### src/rtl/codec_slot_ctrl.sv
// codec_slot_ctrl: sequences one compress and one decompress engine over a set
// of frame slots. It tracks which slots hold a valid compressed frame, rejects
// illegal requests, and drives registered start pulses and sticky finish flags.
// Optional build macro CODEC_TIMEOUT_EN adds a per-engine RUN watchdog.
// Without that macro the engines wait indefinitely and timeout_o is tied low.
module codec_slot_ctrl #(
    parameter int unsigned NUM_SLOTS   = 2,
    parameter int unsigned SLOT_W      = 1,
    parameter int unsigned TIMEOUT_W   = 16,
    parameter int unsigned TIMEOUT_CYC = 65535
) (
    input  logic                 clock,
    input  logic                 reset_n,
    input  logic                 cmp_req,
    input  logic [SLOT_W-1:0]    cmp_slot,
    output logic                 cmp_start,
    output logic [SLOT_W-1:0]    cmp_slot_o,
    output logic                 cmp_busy,
    input  logic                 cmp_done,
    output logic                 cmp_finish_o,
    input  logic                 dec_req,
    input  logic [SLOT_W-1:0]    dec_slot,
    output logic                 dec_start,
    output logic [SLOT_W-1:0]    dec_slot_o,
    output logic                 dec_busy,
    input  logic                 dec_done,
    output logic                 dec_finish_o,
    output logic [NUM_SLOTS-1:0] slot_valid,
    output logic                 err_o,
    output logic                 timeout_o
);

    localparam int unsigned SLOT_SPAN = 1 << SLOT_W;
    localparam int unsigned SLOT_WP   = SLOT_W + 1;
    localparam logic [SLOT_WP-1:0] NUM_SLOTS_W = SLOT_WP'(NUM_SLOTS);

    // Elaboration-time parameter sanity checks
    if (NUM_SLOTS > SLOT_SPAN) begin : g_bad_slot_w
        $error("codec_slot_ctrl: SLOT_W too narrow for NUM_SLOTS");
    end
    if (64'(TIMEOUT_CYC) >= (64'd1 << TIMEOUT_W)) begin : g_bad_timeout
        $error("codec_slot_ctrl: TIMEOUT_CYC does not fit in TIMEOUT_W bits");
    end

    typedef enum logic [1:0] {
        S_IDLE  = 2'd0,
        S_START = 2'd1,
        S_RUN   = 2'd2
    } state_e;

    state_e                cmp_state_q, cmp_state_d;
    state_e                dec_state_q, dec_state_d;
    logic                  cmp_start_q, cmp_start_d;
    logic                  dec_start_q, dec_start_d;
    logic [SLOT_W-1:0]     cmp_slot_q, cmp_slot_d;
    logic [SLOT_W-1:0]     dec_slot_q, dec_slot_d;
    logic                  cmp_busy_q, cmp_busy_d;
    logic                  dec_busy_q, dec_busy_d;
    logic                  cmp_fin_q, cmp_fin_d;
    logic                  dec_fin_q, dec_fin_d;
    logic [NUM_SLOTS-1:0]  slot_valid_q, slot_valid_d;
    logic                  err_q, err_d;

    logic [SLOT_SPAN-1:0]  valid_ext;
    logic                  cmp_ok, dec_ok;
    logic                  cmp_done_acc, dec_done_acc;
    logic                  cmp_end, dec_end;

`ifdef CODEC_TIMEOUT_EN
    logic [TIMEOUT_W-1:0]  cmp_wd_q, cmp_wd_d;
    logic [TIMEOUT_W-1:0]  dec_wd_q, dec_wd_d;
    logic                  tmo_q, tmo_d;
    logic                  cmp_tmo, dec_tmo;
`endif

    // Request arbitration: decompress is evaluated first so it wins a same-slot clash
    always_comb begin
        valid_ext = SLOT_SPAN'(slot_valid_q);

        dec_ok = dec_req
              && (dec_state_q == S_IDLE)
              && ({1'b0, dec_slot} < NUM_SLOTS_W)
              && valid_ext[dec_slot]
              && !(cmp_busy_q && (cmp_slot_q == dec_slot));

        cmp_ok = cmp_req
              && (cmp_state_q == S_IDLE)
              && ({1'b0, cmp_slot} < NUM_SLOTS_W)
              && !(dec_busy_q && (dec_slot_q == cmp_slot))
              && !(dec_ok && (dec_slot == cmp_slot));

        cmp_done_acc = (cmp_state_q == S_RUN) && cmp_done;
        dec_done_acc = (dec_state_q == S_RUN) && dec_done;
    end

`ifdef CODEC_TIMEOUT_EN
    // Saturating watchdogs count RUN cycles and abort an engine at TIMEOUT_CYC
    always_comb begin
        cmp_wd_d = '0;
        dec_wd_d = '0;
        if (cmp_state_q == S_RUN) begin
            cmp_wd_d = (cmp_wd_q == '1) ? cmp_wd_q : cmp_wd_q + TIMEOUT_W'(1);
        end
        if (dec_state_q == S_RUN) begin
            dec_wd_d = (dec_wd_q == '1) ? dec_wd_q : dec_wd_q + TIMEOUT_W'(1);
        end
        cmp_tmo = (cmp_state_q == S_RUN) && !cmp_done
               && (cmp_wd_d == TIMEOUT_W'(TIMEOUT_CYC));
        dec_tmo = (dec_state_q == S_RUN) && !dec_done
               && (dec_wd_d == TIMEOUT_W'(TIMEOUT_CYC));
        tmo_d   = cmp_tmo || dec_tmo;
        cmp_end = cmp_done_acc || cmp_tmo;
        dec_end = dec_done_acc || dec_tmo;
    end
`else
    // No watchdog: an engine leaves RUN only on its done pulse
    always_comb begin
        cmp_end = cmp_done_acc;
        dec_end = dec_done_acc;
    end
`endif

    // Next-state and registered-output computation for both engines
    always_comb begin
        cmp_state_d  = cmp_state_q;
        dec_state_d  = dec_state_q;
        cmp_start_d  = 1'b0;
        dec_start_d  = 1'b0;
        cmp_slot_d   = cmp_slot_q;
        dec_slot_d   = dec_slot_q;
        cmp_fin_d    = cmp_fin_q;
        dec_fin_d    = dec_fin_q;
        slot_valid_d = slot_valid_q;
        err_d        = (cmp_req && !cmp_ok) || (dec_req && !dec_ok);

        unique case (cmp_state_q)
            S_IDLE:  if (cmp_ok) cmp_state_d = S_START;
            S_START: cmp_state_d = S_RUN;
            S_RUN:   if (cmp_end) cmp_state_d = S_IDLE;
            default: cmp_state_d = S_IDLE;
        endcase

        unique case (dec_state_q)
            S_IDLE:  if (dec_ok) dec_state_d = S_START;
            S_START: dec_state_d = S_RUN;
            S_RUN:   if (dec_end) dec_state_d = S_IDLE;
            default: dec_state_d = S_IDLE;
        endcase

        if (cmp_ok) begin
            cmp_start_d = 1'b1;
            cmp_slot_d  = cmp_slot;
        end
        if (dec_ok) begin
            dec_start_d = 1'b1;
            dec_slot_d  = dec_slot;
        end

        // A slot being overwritten is invalid until its compress completes
        for (int i = 0; i < int'(NUM_SLOTS); i++) begin
            if (cmp_ok && (cmp_slot == SLOT_W'(i))) begin
                slot_valid_d[i] = 1'b0;
            end
            if (cmp_done_acc && (cmp_slot_q == SLOT_W'(i))) begin
                slot_valid_d[i] = 1'b1;
            end
        end

        if (cmp_ok) begin
            cmp_fin_d = 1'b0;
        end else if (cmp_done_acc) begin
            cmp_fin_d = 1'b1;
        end else if (dec_ok) begin
            cmp_fin_d = 1'b0;
        end

        if (dec_ok) begin
            dec_fin_d = 1'b0;
        end else if (dec_done_acc) begin
            dec_fin_d = 1'b1;
        end

        cmp_busy_d = (cmp_state_d != S_IDLE);
        dec_busy_d = (dec_state_d != S_IDLE);
    end

    // State and output registers
    always_ff @(posedge clock or negedge reset_n) begin
        if (!reset_n) begin
            cmp_state_q  <= S_IDLE;
            dec_state_q  <= S_IDLE;
            cmp_start_q  <= 1'b0;
            dec_start_q  <= 1'b0;
            cmp_slot_q   <= '0;
            dec_slot_q   <= '0;
            cmp_busy_q   <= 1'b0;
            dec_busy_q   <= 1'b0;
            cmp_fin_q    <= 1'b0;
            dec_fin_q    <= 1'b0;
            slot_valid_q <= '0;
            err_q        <= 1'b0;
        end else begin
            cmp_state_q  <= cmp_state_d;
            dec_state_q  <= dec_state_d;
            cmp_start_q  <= cmp_start_d;
            dec_start_q  <= dec_start_d;
            cmp_slot_q   <= cmp_slot_d;
            dec_slot_q   <= dec_slot_d;
            cmp_busy_q   <= cmp_busy_d;
            dec_busy_q   <= dec_busy_d;
            cmp_fin_q    <= cmp_fin_d;
            dec_fin_q    <= dec_fin_d;
            slot_valid_q <= slot_valid_d;
            err_q        <= err_d;
        end
    end

`ifdef CODEC_TIMEOUT_EN
    // Watchdog and timeout pulse registers
    always_ff @(posedge clock or negedge reset_n) begin
        if (!reset_n) begin
            cmp_wd_q <= '0;
            dec_wd_q <= '0;
            tmo_q    <= 1'b0;
        end else begin
            cmp_wd_q <= cmp_wd_d;
            dec_wd_q <= dec_wd_d;
            tmo_q    <= tmo_d;
        end
    end

    assign timeout_o = tmo_q;
`else
    assign timeout_o = 1'b0;
`endif

    assign cmp_start    = cmp_start_q;
    assign dec_start    = dec_start_q;
    assign cmp_slot_o   = cmp_slot_q;
    assign dec_slot_o   = dec_slot_q;
    assign cmp_busy     = cmp_busy_q;
    assign dec_busy     = dec_busy_q;
    assign cmp_finish_o = cmp_fin_q;
    assign dec_finish_o = dec_fin_q;
    assign slot_valid   = slot_valid_q;
    assign err_o        = err_q;

endmodule

### config.mk
export PLATFORM = sky130hd
export DESIGN_NAME = codec_slot_ctrl
export DESIGN_NICKNAME = d
export VERILOG_FILES = /design/src/rtl/codec_slot_ctrl.sv
export SDC_FILE = /design/constraint.sdc
export NUM_CORES = 1
export LEC_CHECK = 0
export CORE_UTILIZATION = 42
export DETAILED_ROUTE_END_ITERATION = 6
export DONT_BUFFER_PORTS = 1
export PLACE_DENSITY = 0.61
export SLEW_MARGIN = 10
export SYNTH_ARGS = -nofsm -noshare
export SYNTH_HDL_FRONTEND = slang
export SYNTH_SLANG_ARGS = --single-unit
### constraint.sdc
create_clock -name clock -period 2 [get_ports clock]
set_input_delay 0.3 -clock clock [delete_from_list [all_inputs] [get_ports clock]]
set_output_delay 0.3 -clock clock [all_outputs]
set_load 0.03 [all_outputs]
==> results.py <==
metrics = {
    "status": {
        "status": "complete, no violations",
    },
    "synthesis": {
        "synth_ff_type": "sky130_fd_sc_hd__dfrtp_1",
        "synthesis.area_um2": 689,
        "sequential_cell_area_fraction_in_the_yosys_report_pct": 54.4,
        "synth.yosys.warnings": 0,
        "post_synth_main_area_contributors": "sky130_fd_sc_hd__dfrtp_1 54%, sky130_fd_sc_hd__a2111oi_4 8.0%, sky130_fd_sc_hd__inv_1 3.8%, sky130_fd_sc_hd__xnor2_1 3.8%, sky130_fd_sc_hd__buf_4 2.2%",
        "yosys.cell_count.top_type": "sky130_fd_sc_hd__dfrtp_1",
        "synth_area_leader_cell": "sky130_fd_sc_hd__dfrtp_1",
        "synth_cells": 59,
        "async_flop_share_pct": 100,
        "synth.lib_cells_used.distinct": 28,
        "synth.net_count": 67,
        "postSynthRegisterBits": 15,
        "synth_area_per_cell_um2": 11.7,
        "synth_largest_type_area_fraction_pct": 54.4,
        "number_of_flops_mapped_to_enable_cells_by_yosys": 0,
        "synthTopCellsByCount": "15 x sky130_fd_sc_hd__dfrtp_1, 7 x sky130_fd_sc_hd__inv_1, 4 x sky130_fd_sc_hd__nor2_1",
    },
    "timing": {
        "rsz0062_at_grt": "no",
        "setup_total_negative_slack_ps": 0,
        "final-hold-violation-count": 0,
        "final_period_minus_worst_setup_slack_ps": 1640,
        "fin_crit_sh_pct": 82.1,
        "maxSlewViolCount": 0,
        "worst_slew_pin_slew_ps": 672,
        "timing.clock.skew_ps": 3.37,
        "max-slew-margin-rel_pct": 55.0,
        "worst_hold_slack_ps": 98.4,
        "setup-violations-final": 0,
        "fmax_mhz": 609,
    },
    "worst_setup_path": {
        "timing.critical_path.buf_inv": 0,
        "cpLargestDelayFamily": "compound AO/OA/AOI/OAI gates",
        "worstPathMaxFanout": 7,
        "crit_arrival_ps": 1830,
        "critPathKind": "flip-flop to flip-flop",
        "critPathLaunchType": "flip-flop",
        "end_kind": "flip-flop",
        "cp_slowest_stage_delay_ps": 540,
        "critical_path.cell_chain": "nand2b_1 > a2111oi_4 > mux2_2",
        "worst-endpoint-required_ps": 2180,
        "critPathSlowestCell": "sky130_fd_sc_hd__a2111oi_4",
    },
    "pwr": {
        "combPwrFrac_pct": 36.1,
        "power.share.clock_pct": 13.8,
        "irDropWorstVdd_v": 0.000704,
        "share_seq_of_total_power_pct": 50.1,
        "power_switching_share_pct": 45.5,
        "p_sw_uw": 579,
        "p_leak_uw": 0.000342,
        "power-per-cell-area_nw_per_um2": 1650,
        "cellInternalPower_uw": 694,
    },
    "grt": {
        "grt_overflow": 0,
        "grt_max_degree": 16,
        "grt_util_all_layers_pct": 17.4,
        "via_count_of_the_first_global_routing_pass": 505,
        "grt_pass1_wl_um": 2260,
        "antenna_violations_before_repair": 0,
    },
    "floorplan": {
        "floorplan.core_area_um2": 1520,
        "fp-row-count": 14,
        "boundary_pins": 20,
        "floorplan.die_area_um2": 1810,
        "die_width_um": 42.5,
        "start_util_pct": 45.2,
        "die_height_um": 42.5,
    },
    "clocking": {
        "tritoncts": "yes",
        "cts_max_path_buffers": 2,
        "numCtsBuffers": 3,
        "path_clk_slew_ps": 90,
        "cts_num_sinks": 15,
        "clkLatencyLatePin_ps": 290,
        "postCtsResizedCells": 0,
        "clock_root_buffer_master": "sky130_fd_sc_hd__clkbuf_4",
        "cts_max_level": 1,
    },
    "detailed_routing": {
        "drt_pre_antenna_iters": 4,
        "drcViolationCount": 0,
        "via_to_cell_ratio": 5.60,
        "wl_um": 1290,
        "dr.first_iter.drc_count": 3,
        "vias": 465,
        "postRouteAntennaNets": 0,
        "wl_per_cell_um": 15.6,
    },
    "hold_path": {
        "timing.hold.worst.class": "input pin to flip-flop",
    },
    "layout": {
        "nNetsFinal": 76,
        "areaGrowthSynthToFinish_pct": 11.6,
        "fin_util_pct": 50.5,
        "n_antenna_cell": 0,
        "post_route_cells_drive_above_1_share_pct": 20.9,
    },
    "placed_design": {
        "port-buffer-count": 0,
        "hpwlAfterDp_um": 985,
        "finalWeightedCongestion": 0.670,
    },
    "job": {
        "max_cap_violations": 0,
    },
}
## final timing paths
path | slack [ps] | cells past startpoint | endpoint | startpoint
max | 360 | 3 | dec_slot_o | dec_state_q[1]
min | 100 | 1 | slot_valid[1] | cmp_slot
max reg2reg | 360 | 3 | dec_slot_o | dec_state_q[1]
min reg2reg | 540 | 1 | dec_state_q[1] | dec_state_q[1]
max in group asynchronous | 1090 | 1 | cmp_busy | reset_n
min in group asynchronous | 480 | 1 | cmp_slot_o | reset_n
## per-layer routing
layer / global-route usage (%) / wire (um) / vias up
li1: - / - / 221
met1: 23.2 / 602 / 228
met2: 25.2 / 615 / 12
met3: 3.88 / 46 / 4
met4: 11.3 / 29 / 0
met5: 0 / 0 / -
## power by group through the flow
stage | logic, uW | registers (uW) | clock network (uW)
finish | 459 | 637 | 176
global route | 514 | 650 | 188
CTS | 465 | 639 | 179
detailed placement | 453 | 645 | 0
floorplan | 254 | 709 | 0
global placement | 449 | 640 | 0
## per-stage QoR
stage	cells	total power (uW)	setup WS [ps]	cell area [um2]
2_1_floorplan	59	963	223	689
3_3_place_gp	78	1090	385	732
3_5_place_dp	78	1100	358	732
4_1_cts	83	1280	337	769
5_1_grt	83	1350	249	769
6_report	83	1270	358	769
## cells by family after synthesis
kind of cell / count (synthesis) / synth area share, %
DFF: 15 / 54.4
muxes: 2 / 3.09
AOI/OAI and AO/OA: 16 / 22.5
and+or+nand+nor: 13 / 9.62
xor gates and xnor gates: 3 / 3.81
other: 1 / 0.544
buffers and inverters: 9 / 5.99
## what timing repair did
item                                   in CTS  in global routing
buffers inserted                            0                  0
hold buffers                                1                  0
endpoints found under the hold margin      15                  0
## final cells by class
| class | count | area, um2 |
|---|---|---|
| Timing Repair Buffer | 6 | 47.5 |
| Clock buffer | 3 | 22.5 |
| Inverter | 7 | 26.3 |
| Sequential cell | 15 | 375 |
| Tap cell | 16 | 20.0 |
| Clock inverter | 1 | 5.00 |
| Multi-Input combinational cell | 35 | 273 |
| Fill cell | 147 | 754 |
## placed cells by master, fill, tap and decap left out, drive strengths merged
master       Yosys  routed
o22ai            1       1
nand3b           1       1
nor2             4       4
clkbuf           0       3
a221oi           1       1
a21boi           2       2
conb             1       1
buf              2       5
o2bb2ai          1       1
dlygate4sd3      0       1
o31ai            1       1
dfrtp           15      15
mux2i            1       1
a2111oi          3       3
a41oi            1       1
nand2            2       2
xnor2            3       3
nand2b           1       1
or2              2       2
mux2             1       1
inv              7       7
and2             1       1
clkinv           0       1
or3              1       1
nand3            1       1
o21ai            2       2
a31oi            2       2
a21oi            2       2
No activity file was read; power rests on OpenSTA's default activity.
